**config.mk**
```make
export PLATFORM = sky130hd
export DESIGN_NAME = oven_cook_timer
export DESIGN_NICKNAME = d
export VERILOG_FILES = /design/src/rtl/oven_cook_timer.sv
export SDC_FILE = /design/constraint.sdc
export NUM_CORES = 1
export LEC_CHECK = 0
export BUFFER_PORTS_ARGS = -buffer_cell sky130_fd_sc_hd__buf_2
export CORE_ASPECT_RATIO = 0.5
export CORE_MARGIN = 4
export CORE_UTILIZATION = 40
export DETAILED_ROUTE_END_ITERATION = 7
export GPL_TIMING_DRIVEN = 0
export SLEW_MARGIN = 20
export SYNTH_ARGS = -nofsm -noshare
export SYNTH_HDL_FRONTEND = slang
export SYNTH_SLANG_ARGS = --single-unit
```
**constraint.sdc**
```tcl
create_clock -name clk -period 6.6 [get_ports clk]
set_clock_uncertainty 0.05 [all_clocks]
set_input_delay 1.65 -clock clk [delete_from_list [all_inputs] [get_ports clk]]
set_output_delay 1.65 -clock clk [all_outputs]
set_load 0.01 [all_outputs]
```
**src/rtl/oven_cook_timer.sv**
```systemverilog
// Cook-time countdown: user-set MM:SS, armed with the oven, counts down after preheat, buzzes when done.
// Optional macro OVEN_TIMER_AUTOREPEAT_EN adds hold-to-repeat on both buttons.
module oven_cook_timer #(
  parameter int CLK_HZ        = 50000000,
  parameter int STEP_SEC      = 30,
  parameter int DEFAULT_MIN   = 10,
  parameter int BUZZ_DIV      = 25000,
  parameter int HOLD_CYCLES   = 25000000,
  parameter int REPEAT_CYCLES = 5000000
) (
  input  logic       clk,
  input  logic       rst,
  input  logic       button1,
  input  logic       button2,
  input  logic       toggle_oven,
  input  logic       toggle_set,
  input  logic       temp_reached,
  output logic [3:0] min_tens,
  output logic [3:0] min_ones,
  output logic [3:0] sec_tens,
  output logic [3:0] sec_ones,
  output logic       running,
  output logic       timer_reached,
  output logic       buzzer
);

  localparam logic [1:0] ST_IDLE  = 2'd0;
  localparam logic [1:0] ST_ARMED = 2'd1;
  localparam logic [1:0] ST_RUN   = 2'd2;
  localparam logic [1:0] ST_DONE  = 2'd3;

  localparam int PW = (CLK_HZ > 1) ? $clog2(CLK_HZ) : 1;
  localparam int BW = (BUZZ_DIV > 1) ? $clog2(BUZZ_DIV) : 1;
  localparam logic [6:0]    STEP      = 7'(STEP_SEC);
  localparam logic [PW-1:0] PRESC_MAX = PW'(CLK_HZ - 1);
  localparam logic [BW-1:0] BUZZ_MAX  = BW'(BUZZ_DIV - 1);

  // Saturating add: a press that would pass 99:59 leaves the time unchanged.
  function automatic logic [12:0] time_inc(input logic [6:0] m, input logic [5:0] s);
    logic [6:0] ss;
    ss = {1'b0, s} + STEP;
    if (ss >= 7'd60) begin
      if (m == 7'd99) return {m, s};
      else return {m + 7'd1, 6'(ss - 7'd60)};
    end else begin
      return {m, ss[5:0]};
    end
  endfunction

  function automatic logic [12:0] time_dec(input logic [6:0] m, input logic [5:0] s);
    if ({1'b0, s} >= STEP) return {m, 6'({1'b0, s} - STEP)};
    else if (m != 7'd0) return {m - 7'd1, 6'({1'b0, s} + 7'd60 - STEP)};
    else return 13'd0;
  endfunction

  function automatic logic [7:0] to_bcd(input logic [6:0] v);
    return {4'(v / 7'd10), 4'(v % 7'd10)};
  endfunction

  logic [1:0]    b1_sync_r, b2_sync_r;
  logic          b1_prev_r, b2_prev_r;
  logic          rpt1_s, rpt2_s, press1_s, press2_s, tick_s, show_rem_s;
  logic [1:0]    state_r, state_nxt_s;
  logic [6:0]    set_min_r, set_min_nxt_s, rem_min_r, rem_min_nxt_s, disp_min_s;
  logic [5:0]    set_sec_r, set_sec_nxt_s, rem_sec_r, rem_sec_nxt_s, disp_sec_s;
  logic [PW-1:0] presc_r, presc_nxt_s;
  logic [BW-1:0] buzz_cnt_r, buzz_cnt_nxt_s;
  logic          buzzer_nxt_s;

  // Two-flop synchronizers plus previous-value flops for falling-edge detection.
  always_ff @(posedge clk or posedge rst) begin
    if (rst) begin
      b1_sync_r <= 2'b11;
      b2_sync_r <= 2'b11;
      b1_prev_r <= 1'b1;
      b2_prev_r <= 1'b1;
    end else begin
      b1_sync_r <= {b1_sync_r[0], button1};
      b2_sync_r <= {b2_sync_r[0], button2};
      b1_prev_r <= b1_sync_r[1];
      b2_prev_r <= b2_sync_r[1];
    end
  end

`ifdef OVEN_TIMER_AUTOREPEAT_EN
  localparam int CW = $clog2(HOLD_CYCLES + REPEAT_CYCLES + 1);
  localparam logic [CW-1:0] RPT_AT     = CW'(HOLD_CYCLES + REPEAT_CYCLES);
  localparam logic [CW-1:0] RPT_RELOAD = CW'(HOLD_CYCLES + 1);
  logic [CW-1:0] h1_cnt_r, h2_cnt_r;

  assign rpt1_s = ~b1_sync_r[1] && (h1_cnt_r == RPT_AT);
  assign rpt2_s = ~b2_sync_r[1] && (h2_cnt_r == RPT_AT);

  // Hold counters count low cycles since the edge; reload keeps the repeat period fixed.
  always_ff @(posedge clk or posedge rst) begin
    if (rst) begin
      h1_cnt_r <= '0;
      h2_cnt_r <= '0;
    end else begin
      if (b1_sync_r[1]) h1_cnt_r <= '0;
      else if (rpt1_s) h1_cnt_r <= RPT_RELOAD;
      else h1_cnt_r <= h1_cnt_r + CW'(1);
      if (b2_sync_r[1]) h2_cnt_r <= '0;
      else if (rpt2_s) h2_cnt_r <= RPT_RELOAD;
      else h2_cnt_r <= h2_cnt_r + CW'(1);
    end
  end
`else
  logic unused_cfg_s;
  assign unused_cfg_s = ^{HOLD_CYCLES, REPEAT_CYCLES};
  assign rpt1_s = 1'b0;
  assign rpt2_s = 1'b0;
`endif

  assign press1_s = (b1_prev_r & ~b1_sync_r[1]) | rpt1_s;
  assign press2_s = (b2_prev_r & ~b2_sync_r[1]) | rpt2_s;
  assign tick_s   = (state_r == ST_RUN) && (presc_r == PRESC_MAX);

  // Next-state, set-time edits, countdown, prescaler and buzzer divider.
  always_comb begin
    state_nxt_s   = state_r;
    set_min_nxt_s = set_min_r;
    set_sec_nxt_s = set_sec_r;
    rem_min_nxt_s = rem_min_r;
    rem_sec_nxt_s = rem_sec_r;
    case (state_r)
      ST_IDLE: begin
        if (toggle_set && press1_s) {set_min_nxt_s, set_sec_nxt_s} = time_inc(set_min_r, set_sec_r);
        else if (toggle_set && press2_s) {set_min_nxt_s, set_sec_nxt_s} = time_dec(set_min_r, set_sec_r);
        else {set_min_nxt_s, set_sec_nxt_s} = {set_min_r, set_sec_r};
        if (toggle_oven && ({set_min_nxt_s, set_sec_nxt_s} != 13'd0)) state_nxt_s = ST_ARMED;
        else state_nxt_s = ST_IDLE;
      end
      ST_ARMED: begin
        if (!toggle_oven) begin
          state_nxt_s = ST_IDLE;
        end else if (temp_reached) begin
          state_nxt_s   = ST_RUN;
          rem_min_nxt_s = set_min_r;
          rem_sec_nxt_s = set_sec_r;
        end else begin
          state_nxt_s = ST_ARMED;
        end
      end
      ST_RUN: begin
        // Switching off beats a coincident tick or expiry.
        if (!toggle_oven) begin
          state_nxt_s   = ST_IDLE;
          rem_min_nxt_s = 7'd0;
          rem_sec_nxt_s = 6'd0;
        end else if (tick_s) begin
          if (rem_min_r == 7'd0 && rem_sec_r == 6'd1) begin
            state_nxt_s   = ST_DONE;
            rem_sec_nxt_s = 6'd0;
          end else if (rem_sec_r != 6'd0) begin
            rem_sec_nxt_s = rem_sec_r - 6'd1;
          end else begin
            rem_min_nxt_s = rem_min_r - 7'd1;
            rem_sec_nxt_s = 6'd59;
          end
        end else begin
          state_nxt_s = ST_RUN;
        end
      end
      ST_DONE: begin
        if (!toggle_oven || press1_s || press2_s) begin
          state_nxt_s   = ST_IDLE;
          rem_min_nxt_s = 7'd0;
          rem_sec_nxt_s = 6'd0;
        end else begin
          state_nxt_s = ST_DONE;
        end
      end
      default: begin
        state_nxt_s = ST_IDLE;
      end
    endcase

    if (state_r == ST_RUN && state_nxt_s == ST_RUN) presc_nxt_s = tick_s ? '0 : presc_r + PW'(1);
    else presc_nxt_s = '0;

    if (state_r == ST_DONE && state_nxt_s == ST_DONE) begin
      if (buzz_cnt_r == BUZZ_MAX) begin
        buzz_cnt_nxt_s = '0;
        buzzer_nxt_s   = ~buzzer;
      end else begin
        buzz_cnt_nxt_s = buzz_cnt_r + BW'(1);
        buzzer_nxt_s   = buzzer;
      end
    end else begin
      buzz_cnt_nxt_s = '0;
      buzzer_nxt_s   = 1'b0;
    end

    show_rem_s = (state_nxt_s == ST_RUN) || (state_nxt_s == ST_DONE);
    disp_min_s = show_rem_s ? rem_min_nxt_s : set_min_nxt_s;
    disp_sec_s = show_rem_s ? rem_sec_nxt_s : set_sec_nxt_s;
  end

  // State, time registers and outputs all load from next-state so they stay aligned.
  always_ff @(posedge clk or posedge rst) begin
    if (rst) begin
      state_r       <= ST_IDLE;
      set_min_r     <= 7'(DEFAULT_MIN);
      set_sec_r     <= 6'd0;
      rem_min_r     <= 7'd0;
      rem_sec_r     <= 6'd0;
      presc_r       <= '0;
      buzz_cnt_r    <= '0;
      buzzer        <= 1'b0;
      running       <= 1'b0;
      timer_reached <= 1'b0;
      min_tens      <= 4'(DEFAULT_MIN / 10);
      min_ones      <= 4'(DEFAULT_MIN % 10);
      sec_tens      <= 4'd0;
      sec_ones      <= 4'd0;
    end else begin
      state_r       <= state_nxt_s;
      set_min_r     <= set_min_nxt_s;
      set_sec_r     <= set_sec_nxt_s;
      rem_min_r     <= rem_min_nxt_s;
      rem_sec_r     <= rem_sec_nxt_s;
      presc_r       <= presc_nxt_s;
      buzz_cnt_r    <= buzz_cnt_nxt_s;
      buzzer        <= buzzer_nxt_s;
      running       <= (state_nxt_s == ST_RUN);
      timer_reached <= (state_nxt_s == ST_DONE);
      {min_tens, min_ones} <= to_bcd(disp_min_s);
      {sec_tens, sec_ones} <= to_bcd({1'b0, disp_sec_s});
    end
  end

endmodule

```
==> out/qor.yml <==
die_y_um: 101
synth_nets: 845
grt_util_all_layers: 0.208
syn_area_per_cell_um2: 8.50
cp.required_ns: 6.76
hold_viol: 0
core-area_um2: 16700
ios: 26
port_buffers: 23
drive_gt1_frac: 0.121
clk_latency_ns: 0.35
hp-class: "reg -> reg"
finalCriticalPeriod_ns: 6.26
die_x_um: 195
p_leak_nw: 3.03
cts_made_buffers: 9
fmax_ghz: 0.160
grt_overflow: 0
routed_wl_um: 20200
vdd_drop_max_uv: 195
wl_per_cell_um: 18.5
synthTopCellsByArea: "dfrtp_1, nor2_1, nand2_1"
dr.pass1.iters: 5
whs_endpoint: "b1_sync_r[1]"
clock-sinks: 93
cp.arrival_ns: 6.42
synth_top_area_frac: 0.301
setup_tns_ns: 0
cp_slowest_stage_delay_ns: 0.58
avgViaCountPerCell: 6.11
initial_utilization: 0.417
synth_cell_types: 94
critPathKind: "reg -> reg"
ys_async_sr_fraction: 1.00
cts_tree: "yes"
drt_iter0_markers: 715
rsz0062_at_grt: "false"
crit_fanout: 10
drc: 0
clockRootBuffer: "clkbuf_16"
status: "complete, no violations"
grt_pass1_wl_um: 33500
synth_commonest_cells: "nor2_1, dfrtp_1, nand2_1"
antenna_left: 0
synth-edff-count: 0
worstMarginPinSlew_ns: 0.969
whs_path_depth: 0
grt_pass1_vias: 6233
rows: 33
synth_area_leader_cell: "dfrtp_1"
setup_viol: 0
grt_antenna_before_repair: 0
cpMostUsedCell: "inv_1"
r2r_slack_ns: 0.34
worstSetupEndpointType: "register"
min_from: "b1_sync_r[0]"
powerDensity_nw_per_um2: 380
design.die.area_um2: 19700
clk_pin_slew_ns: 0.07
final.period_utilization: 0.948
synthesis.area_um2: 6980
cts_buffer_depth: 2
via_count: 6652
htreeDepth: 3
slew_headroom: 0.337
gp_congestion: 0.942
r2r_cells: 29
area_growth_pct: 11.0
syn-instance-count: 821
rr_endpoint: "sec_ones[1]"
ys_ff_latch: 93
crit_slowest_cell: "nor3b_1"
ys_warn_count: 0
crit_path_start_kind: "register"
fill_cells: 1674
layout.nets: 881
diodes: 0
reg2reg_from: "set_sec_r[1]"
grt_max_degree: 51
ys_seq_area_frac: 0.335
drv_cap: 0
synth_flop_cell: "dfrtp_1"
p_total_mw: 2.94
yosysMostFrequentCell: "nor2_1"
dp_hpwl_um: 15000
finalMaxSlewViolations: 0
[layout by cell type (no fill, tap or decap), types with 7 or more instances in the layout]
cell type,n
nand2_1,74
clkbuf_16,9
nand4_1,24
a21oi_1,40
dfstp_2,9
o211ai_1,12
mux2i_1,13
or3_1,15
o21ai_0,32
ha_1,16
nand3_1,35
nor3_1,23
xor2_1,30
a31oi_1,13
o21a_1,7
buf_2,29
xnor2_1,14
inv_1,26
nor2_1,90
and3_1,15
or4_1,7
or2_2,7
nand2b_1,9
nor4_1,9
a21o_1,7
dfrtp_1,84
clkbuf_1,31
and2_1,10
[repair_timing]
| action | in CTS | in global routing |
|---|---|---|
| gates resized for setup | 2 | 5 |
| buffers inserted | 0 | 3 |
| endpoints found under the setup margin | 3 | 4 |
| pin swaps | 0 | 2 |
| hold buffers | 0 | 0 |
[area by class of cell]
type	count	area, um2	area share
tap	227	284	0.0367
inverter	28	111	0.0144
multi-input combinational	657	4360	0.563
sequential	93	2340	0.302
clock buffer	13	250	0.0323
timing repair buffer	27	165	0.0213
buffer	41	186	0.0241
clock inverter	3	46.3	0.00598
[critical path, delay by kind of cell (launching register included)]
| kind | cells | cell delay, ns |
|---|---|---|
| AND/OR/NAND/NOR | 4 | 1.04 |
| buffers and inverters | 10 | 1.39 |
| XOR/XNOR | 3 | 0.76 |
| AO/OA/AOI/OAI | 8 | 1.55 |
| flip-flops | 1 | 0.40 |
| adder cells (fa/ha/maj) | 4 | 0.91 |
[cell families after synthesis]
kind of cell | count (synthesis) | synth area share
and+or+nand+nor | 359 | 0.271
buffers and inverters | 71 | 0.0427
other | 1 | 0.000538
DFF | 93 | 0.335
AOI/OAI and AO/OA | 217 | 0.233
xor gates and xnor gates | 44 | 0.0552
muxes | 19 | 0.0316
adders and majority gates | 17 | 0.0305
[registers in the layout, summed over array words and instances, names as in the netlist, 3 cells and up]
register,cells
presc_r,26
buzz_cnt_r,15
rem_min_r,7
set_min_r,7
rem_sec_r,6
set_sec_r,6
min_ones,4
min_tens,4
sec_ones,4
sec_tens,3
[report_power, final]
group / switching, mW / leakage, nW / internal, mW
Combinational: 1.02 / 1.70 / 0.640
Clock: 0.220 / 0.140 / 0.305
Sequential: 0.0745 / 1.19 / 0.679
Total: 1.32 / 3.03 / 1.62
[through the flow]
| step | hold WS, ns | area (um2) | utilization | worst slack, ns | instances |
|---|---|---|---|---|---|
| finish | 0.310 | 7740 | 0.463 | 0.344 | 1089 |
| global route | 0.318 | 7740 | 0.463 | 0.0416 | 1089 |
| CTS | 0.310 | 7710 | 0.461 | 0.0338 | 1088 |
| detailed placement | 0.300 | 7410 | 0.443 | -0.250 | 1072 |
| global placement | 0.296 | 7380 | 0.441 | -0.201 | 1071 |
| floorplan | 0.295 | 6980 | - | 0.661 | 821 |
[how the worst max path moves through the flow]
stage / endpoint / slack, ns / start / cells past startpoint
finish: sec_ones[1] / 0.34 / set_sec_r[1] / 29
global route: sec_ones[1] / 0.04 / set_sec_r[2] / 30
CTS: sec_ones[1] / 0.03 / set_sec_r[2] / 29
detailed placement: sec_ones[1] / -0.25 / toggle_oven / 25
global placement: sec_ones[1] / -0.20 / toggle_oven / 25
floorplan: sec_ones[1] / 0.66 / toggle_oven / 25
[routing by layer]
layer  track usage  up-vias  wire, um
met5             0        -         0
met4        0.0359        0       176
met3        0.0409       16      1390
met2         0.323      257      8620
met1         0.308     3246     10000
li1              -     3133         -
Power figures use the tool's default switching activity.
